<file path="src/rtl/rf_pkg.sv">
// Shared types and helpers for the register-file writeback path.
package rf_pkg;

    localparam int unsigned AW   = 5;
    localparam int unsigned DW   = 32;
    localparam int unsigned NREG = 1 << AW;

    // One pending register write: destination and value.
    typedef struct packed {
        logic [AW-1:0] addr;
        logic [DW-1:0] data;
    } wb_entry_t;

    // Expand a register address into a one-hot register mask.
    function automatic logic [NREG-1:0] onehot_reg(input logic [AW-1:0] addr);
        logic [NREG-1:0] mask;
        mask       = '0;
        mask[addr] = 1'b1;
        return mask;
    endfunction

endpackage

</file>
<file path="src/rtl/rf_wb_arbiter_fifo.sv">
// wb_fifo: circular buffer with up to two enqueues and two dequeues per cycle.
// The producer only pushes when at least two slots are free, so there is no
// overflow check here.
module wb_fifo
    import rf_pkg::*;
#(
    parameter int unsigned DEPTH = 4
) (
    input  logic                          clk,
    input  logic                          rst,
    input  logic [1:0]                    enq_n,
    input  wb_entry_t                     enq_a,
    input  wb_entry_t                     enq_b,
    input  logic [1:0]                    deq_n,
    output wb_entry_t                     head,
    output wb_entry_t                     second,
    output logic [$clog2(DEPTH):0]        count,
    output logic [DEPTH-1:0]              entry_valid,
    output logic [DEPTH-1:0][AW-1:0]      entry_addr
);

    localparam int unsigned PW = $clog2(DEPTH);
    localparam int unsigned CW = PW + 1;

    wb_entry_t          mem [DEPTH];
    logic [PW-1:0]      rd_ptr;
    logic [PW-1:0]      wr_ptr;
    logic [DEPTH-1:0]   valid_next;

    assign head   = mem[rd_ptr];
    assign second = mem[rd_ptr + PW'(1)];

    // Expose per-slot destination addresses for the pending-register map.
    always_comb begin
        for (int i = 0; i < DEPTH; i++) begin
            entry_addr[i] = mem[i].addr;
        end
    end

    // Retire dequeued slots, then mark freshly written slots valid.
    always_comb begin
        valid_next = entry_valid;
        if (deq_n != 2'd0) valid_next[rd_ptr] = 1'b0;
        if (deq_n == 2'd2) valid_next[rd_ptr + PW'(1)] = 1'b0;
        if (enq_n != 2'd0) valid_next[wr_ptr] = 1'b1;
        if (enq_n == 2'd2) valid_next[wr_ptr + PW'(1)] = 1'b1;
    end

    // Payload storage; contents are qualified by entry_valid so no reset.
    always_ff @(posedge clk) begin
        if (enq_n != 2'd0) mem[wr_ptr] <= enq_a;
        if (enq_n == 2'd2) mem[wr_ptr + PW'(1)] <= enq_b;
    end

    // Pointers, occupancy and slot-valid flags.
    always_ff @(posedge clk or posedge rst) begin
        if (rst) begin
            rd_ptr      <= '0;
            wr_ptr      <= '0;
            count       <= '0;
            entry_valid <= '0;
        end else begin
            rd_ptr      <= rd_ptr + PW'(deq_n);
            wr_ptr      <= wr_ptr + PW'(enq_n);
            count       <= count + CW'(enq_n) - CW'(deq_n);
            entry_valid <= valid_next;
        end
    end

endmodule

</file>
<file path="src/rtl/rf_wb_arbiter.sv">
// rf_wb_arbiter: merges ALU, LSU and MUL results onto the two RF write ports.
// Port 2 always carries the younger write. Define WB_BYPASS_EN to let LSU/MUL
// results skip the empty FIFO and take a free port in the handshake cycle.
module rf_wb_arbiter
    import rf_pkg::*;
#(
    parameter int unsigned DEPTH = 4
) (
    input  logic                       clk,
    input  logic                       rst,
    input  logic                       alu_valid,
    input  logic [AW-1:0]              alu_addr,
    input  logic [DW-1:0]              alu_data,
    input  logic                       lsu_valid,
    output logic                       lsu_ready,
    input  logic [AW-1:0]              lsu_addr,
    input  logic [DW-1:0]              lsu_data,
    input  logic                       mul_valid,
    output logic                       mul_ready,
    input  logic [AW-1:0]              mul_addr,
    input  logic [DW-1:0]              mul_data,
    output logic                       we,
    output logic [AW-1:0]              waddr,
    output logic [DW-1:0]              wdata,
    output logic                       we2,
    output logic [AW-1:0]              waddr2,
    output logic [DW-1:0]              wdata2,
    output logic [NREG-1:0]            busy,
    output logic [$clog2(DEPTH):0]     fifo_count
);

    localparam int unsigned CW = $clog2(DEPTH) + 1;

    wb_entry_t              alu_e;
    wb_entry_t              lsu_e;
    wb_entry_t              mul_e;
    wb_entry_t              head;
    wb_entry_t              second;
    wb_entry_t              p1;
    wb_entry_t              p2;
    wb_entry_t              enq_a;
    wb_entry_t              enq_b;
    logic                   p1_v;
    logic                   p2_v;
    logic [CW-1:0]          count;
    logic                   ready;
    logic                   lsu_hs;
    logic                   mul_hs;
    logic                   lsu_enq;
    logic                   mul_enq;
    logic [1:0]             enq_n;
    logic [1:0]             deq_n;
    logic [DEPTH-1:0]       entry_valid;
    logic [DEPTH-1:0][AW-1:0] entry_addr;

    assign alu_e = '{addr: alu_addr, data: alu_data};
    assign lsu_e = '{addr: lsu_addr, data: lsu_data};
    assign mul_e = '{addr: mul_addr, data: mul_data};

    // Ready comes from registered occupancy only; leaves room for two pushes.
    assign ready     = (count <= CW'(DEPTH - 2));
    assign lsu_ready = ready;
    assign mul_ready = ready;
    assign lsu_hs    = lsu_valid & ready;
    assign mul_hs    = mul_valid & ready;

    // Port selection in age order: FIFO head, FIFO second, then ALU.
    always_comb begin
        p1_v    = 1'b0;
        p1      = alu_e;
        p2_v    = 1'b0;
        p2      = alu_e;
        deq_n   = 2'd0;
        lsu_enq = lsu_hs;
        mul_enq = mul_hs;
        if (count != '0) begin
            p1_v  = 1'b1;
            p1    = head;
            deq_n = 2'd1;
            if (alu_valid) begin
                p2_v = 1'b1;
                p2   = alu_e;
            end else if (count >= CW'(2)) begin
                p2_v  = 1'b1;
                p2    = second;
                deq_n = 2'd2;
            end
        end else begin
            if (alu_valid) begin
                p1_v = 1'b1;
                p1   = alu_e;
            end
`ifdef WB_BYPASS_EN
            // Empty FIFO: LSU then MUL take whatever ports the ALU left free.
            if (lsu_hs) begin
                lsu_enq = 1'b0;
                if (!p1_v) begin
                    p1_v = 1'b1;
                    p1   = lsu_e;
                end else begin
                    p2_v = 1'b1;
                    p2   = lsu_e;
                end
            end
            if (mul_hs) begin
                if (!p1_v) begin
                    p1_v    = 1'b1;
                    p1      = mul_e;
                    mul_enq = 1'b0;
                end else if (!p2_v) begin
                    p2_v    = 1'b1;
                    p2      = mul_e;
                    mul_enq = 1'b0;
                end
            end
`endif
        end
    end

    // Pack surviving handshakes at the tail, LSU ahead of MUL.
    always_comb begin
        enq_n = {1'b0, lsu_enq} + {1'b0, mul_enq};
        enq_a = lsu_enq ? lsu_e : mul_e;
        enq_b = mul_e;
    end

    // Write ports are silenced for the whole reset pulse.
    assign we         = p1_v & ~rst;
    assign waddr      = p1.addr;
    assign wdata      = p1.data;
    assign we2        = p2_v & ~rst;
    assign waddr2     = p2.addr;
    assign wdata2     = p2.data;
    assign fifo_count = count;

    // Pending-register map over buffered entries only.
    always_comb begin
        busy = '0;
        for (int i = 0; i < DEPTH; i++) begin
            if (entry_valid[i]) busy = busy | onehot_reg(entry_addr[i]);
        end
    end

    wb_fifo #(
        .DEPTH (DEPTH)
    ) u_fifo (
        .clk         (clk),
        .rst         (rst),
        .enq_n       (enq_n),
        .enq_a       (enq_a),
        .enq_b       (enq_b),
        .deq_n       (deq_n),
        .head        (head),
        .second      (second),
        .count       (count),
        .entry_valid (entry_valid),
        .entry_addr  (entry_addr)
    );

endmodule

</file>
<file path="config.mk">
export PLATFORM = sky130hd
export DESIGN_NAME = rf_wb_arbiter
export DESIGN_NICKNAME = d
export VERILOG_FILES = /design/src/rtl/rf_pkg.sv /design/src/rtl/rf_wb_arbiter_fifo.sv /design/src/rtl/rf_wb_arbiter.sv
export SDC_FILE = /design/constraint.sdc
export NUM_CORES = 1
export LEC_CHECK = 0
export CORE_ASPECT_RATIO = 1.1
export CORE_MARGIN = 5
export CORE_UTILIZATION = 63
export CTS_CLUSTER_DIAMETER = 200
export CTS_CLUSTER_SIZE = 25
export DETAILED_ROUTE_END_ITERATION = 8
export DONT_BUFFER_PORTS = 1
export PLACE_DENSITY = 0.79
export SETUP_SLACK_MARGIN = 0.05
export SYNTH_ARGS = -nofsm -noshare
export SYNTH_HDL_FRONTEND = slang
export SYNTH_SLANG_ARGS = --single-unit
</file>
<file path="constraint.sdc">
create_clock -name clk -period 6.4 [get_ports clk]
set_input_delay 1.6 -clock clk [delete_from_list [all_inputs] [get_ports clk]]
set_output_delay 1.6 -clock clk [all_outputs]
set_load 0.01 [all_outputs]
</file>
* Word-level counts from Yosys, hierarchy flattened
Memories as Yosys holds them, arrays and structs flattened. Index checks and enable logic that the tools add are counted.
Word-level totals: register bits 11, RAM bits 148, input bits 116, output and inout port bits 113, word-level logic and storage cells 98, memories 1
Memories:
- u_fifo.mem | depth 4, width 37, read ports 6, clocked after memory_dff 0, wr ports 2, line rf_wb_arbiter_fifo.sv:25 | wb_entry_t mem [DEPTH];
Operators by class: add/subtract/negate cells 7, order comparisons 18, equal/unequal tests 2, mux-type cells 41, bitwise operators 14, reduce and logical (&&, ||, !) cells 11
Operator list (count):
- 37-bit two-way mux | 5
- 32-bit two-way mux | 4
- 32-bit OR | 3
- 5-bit by 6-bit < comparator with 1-bit output (second input constant) | 4
- 1-bit demux with 5-bit select | 4
- 5-bit by 1-bit >= comparator with 1-bit output (second input constant) | 4
- 1-bit two-way mux | 17
- 4-bit two-way mux | 4
- 2-bit by 3-bit < comparator with 1-bit output (second input constant) | 4
- 4-bit bitwise AND | 2
- 1-bit demux with 2-bit select | 4
- 2-bit by 1-bit >= comparator with 1-bit output (second input constant) | 4
- 1-bit logical AND | 8
- 4-bit NOT | 2
- 4-bit OR | 2
- 2-bit two-way mux | 3
- 2-bit by 1-bit adder with 2-bit output (second input constant) | 2
- 2-bit adder | 2
- 1-bit bitwise AND | 4
- 2-bit == test (second input constant) | 2
- 2-bit nonzero test | 2
- 3-bit by 2-bit adder with 3-bit output | 1
- 3-bit by 2-bit >= comparator with 1-bit output (second input constant) | 1
- 3-bit by 2-bit less-or-equal comparator with 1-bit output (second input constant) | 1
- 4 further kinds | 4

* Logic depth before layout (Yosys ltp)
depth after elaboration 13, depth in mapped cells 10, depth with buffers taken out 10

* Cells and area by module
From an unflattened synthesis, not the netlist that was laid out.
Second synthesis, totals: cells, all modules 749, area total of the unflattened synthesis 11334.6 um^2
Modules (own cells, without submodules):
- wb_fifo | instances 1, cells an instance 479, area each 8790.9 um^2, seq. area each 4719.5 um^2
- rf_wb_arbiter | instances 1, cells an instance 270, area each 2543.7 um^2, seq. area each 0.0 um^2

* Worst setup path before layout
No wires, ideal clock.
path type input to register, start point input lsu_valid, end point memory u_fifo.mem[1][0] in the netlist's numbering (enable), setup time 0.490 ns, arrival time 5.157 ns, required time 5.910 ns, slack 0.753 ns, stages on the path 5, path buffers 1, path through clkbuf_2 and2_2 inv_1 ha_1 a211oi_1
RTL lines:
- start: declaration | line rf_wb_arbiter.sv:14 | input logic lsu_valid,
- end: declaration | line rf_wb_arbiter_fifo.sv:25

* Final worst setup path
start point input alu_valid, end point output wdata2[23]
On the way: cells in the longest elaborated chain, start to end 2
Ends and longest elaborated chain:
- start: declaration | line rf_wb_arbiter.sv:11 | input logic alu_valid,
- 37-bit two-way mux | line rf_wb_arbiter.sv:80 | if (alu_valid) begin
- 37-bit two-way mux | line rf_wb_arbiter.sv:76 | if (count != '0) begin
- end: declaration | line rf_wb_arbiter.sv:27 | output logic [DW-1:0] wdata2,
Every way passes these cells.

==> run metrics <==
CTS Buf Count 17; leakage dissipation 4.01 nW; fmax 210 MHz; Post-synth EDFFs 148; Slowest-stage cell, CP o21ba_2; synthesized area 10800 um^2; Arr. time, crit path 3.15 ns; total iterations of the first detailed-routing run 5; Mean Syn Cell Area 13.8 um^2; cell taking the most area after synthesis edfxtp_1; Area Growth Syn to Fin 6.21%; grt peak-use layer met2; FP Rows 50; Pwr Density 524 nW/um^2; Via density 7.27; Max Buffers Root-to-Sink 2; largest net degree at the start of global routing 62; worst path required time 4.80 ns; Resized cells post-CTS 0; routing usage on met1 33.5%; Fin Setup TNS 0 ns; most frequent cells in the layout mux2_2 (151), edfxtp_1 (148), nand2_1 (121); Final #Nets 883; YS warnings 0; Initial Util 63.9%; M3 GR Usage 7.83%; status finished clean; Avg WL per Cell 29.2 um; CP bufs+invs 0; register area 4720 um^2; DRT iter0 DRCs 555; delay of the slowest critical-path stage 1.04 ns; RSZ-0062 raised after global routing no; vias in the first global route 7645; final critical-path share of the clock period 74.3%; Die H 148 um; DR vias 7265; FFs w/ async S/R, synth 6.92%; crit end category output pin; Setup Skew 0.00992 ns; final worst path period need 4.75 ns; initial antenna violation count 0; CTS Hold Bufs 0; Slew @ Worst Pin 1.26 ns; Mapped Cells 784; clock-pin transition on the worst setup and hold timing paths 0.05 ns; post-route cell area 11500 um^2; grt ovf 0; I/O Buffers 0; fillers 1154; global-route wire length before repair 43.6 mm; final hold violation count 0; Clock Sinks 159; # Post-CTS Setup Buffers 0; Peak VDD IR 0.293 mV; Core Area 17000 um^2; Net Count, Synth 913; CTS tree built; crit-path cells o21ba_2 > mux2_2; Pins Over Slew Limit 0; clk_lat worst skew 0.42 ns; # diodes 0; Synth top area share 41.0%; DRT antenna net count 0; met2 global-route usage 51.3%; commonest non-fill, non-tap cell in the layout mux2_2; Root Driver clkbuf_16; # DRC 0; cell family with most CP delay compound AO/OA/AOI/OAI gates; Post-Route WL 29.2 mm; Overall Power 0.00603 W; total I/O pin count 229; WHS 0.612 ns; prevailing post-synth register cell edfxtp_1; htree depth 4; ranking of synthesized cells by area edfxtp_1 (41%), mux2_2 (16%), mux4_2 (15%); Total GRT Usage 29.0%; Max-Cap Viols 0; Die Footprint 19900 um^2; Multi-input gate area 5820 um^2; Critical Path Start Type input port; Die X 135 um; RePlAce Congestion 0.951; Slew Limit Headroom 15.9%; sequential area share after synthesis 43.6%; CP max FO 38; Yosys cell types 48; share of layout cells above drive strength 1 40.3%; synthesized flop and latch total 159; critical path class in -> out; # setup viols final 0; Hold WC Path Type reg -> reg; DP Area 11000 um^2; post-DP HPWL 19.1 mm
-- synth_stat cells, types with 4 or more instances --
library cell and number:
nand2_1 121, buf_2 23, edfxtp_1 148, and4b_1 6, nor4bb_1 6, o221ai_1 32
ha_1 11, mux4_2 74, clkbuf_1 23, buf_6 6, a32oi_1 7, mux2_4 30
nor2b_1 13, nand3_1 7, a22oi_1 27, nor2_1 12, dfrtp_1 11, nand2b_1 7
mux2_1 4, mux2_2 151, inv_1 12, xnor2_1 6
-- path summary, 6_finish.rpt --
path	from	cells past startpoint	slack [ns]	end
setup / recovery	alu_valid	2	1.65	wdata2[23]
hold / removal	u_fifo.entry_valid[1]	1	0.61	u_fifo.entry_valid[1]
setup reg to reg	u_fifo.count[1]	6	2.86	u_fifo.mem[1][6]
hold reg to reg	u_fifo.entry_valid[1]	1	0.61	u_fifo.entry_valid[1]
max in group asynchronous	rst	1	5.00	u_fifo.rd_ptr[1]
min in group asynchronous	rst	1	1.06	u_fifo.wr_ptr[1]
-- report_power, final --
part	switching (W)	internal, W	leakage (nW)
Clock	0.000397	0.000567	0.267
Combinational	0.00173	0.00143	2.25
Sequential	0.000307	0.00159	1.49
-- cell families after synthesis --
family,count (synthesis),share of synthesized area (%)
XOR/XNOR,6,0.485
adder cells (fa/ha/maj),13,1.64
AND/OR/NAND/NOR,195,8.96
multiplexers,259,35.6
buffers and inverters,71,3.26
AO/OA/AOI/OAI,81,6.45
flip-flops,159,43.6
-- through the flow --
| step | setup slack, ns | utilization (%) | std cells |
|---|---|---|---|
| global placement | 1.75 | 64.6 | 969 |
| finish | 1.65 | 67.9 | 1000 |
| global route | 1.57 | 67.9 | 1000 |
| detailed placement | 1.65 | 64.6 | 969 |
| floorplan | 0.753 | - | 784 |
| CTS | 1.65 | 67.9 | 1000 |
-- final cells by class --
cell class / instances / share of cell area [%]
multi-input combinational: 554 / 50.6
sequential: 159 / 41.1
clock buffer: 19 / 3.76
tap: 234 / 2.54
clock inverter: 12 / 1.03
timing repair buffer: 10 / 0.652
inverter: 12 / 0.391
-- per-layer routing --
metal  part of all wire, %  up-vias
met1                    36     3706
met4                   2.7        0
met5                     0        -
li1                      -     3077
met2                    52      422
met3                   9.2       60
-- registers in the layout (all words and copies together), names as in the netlist --
signal / count
u_fifo.mem: 148
u_fifo.rd_ptr: 2
u_fifo.wr_ptr: 2
u_fifo.count: 3
u_fifo.entry_valid: 4
(Power assumes the default switching activity.)
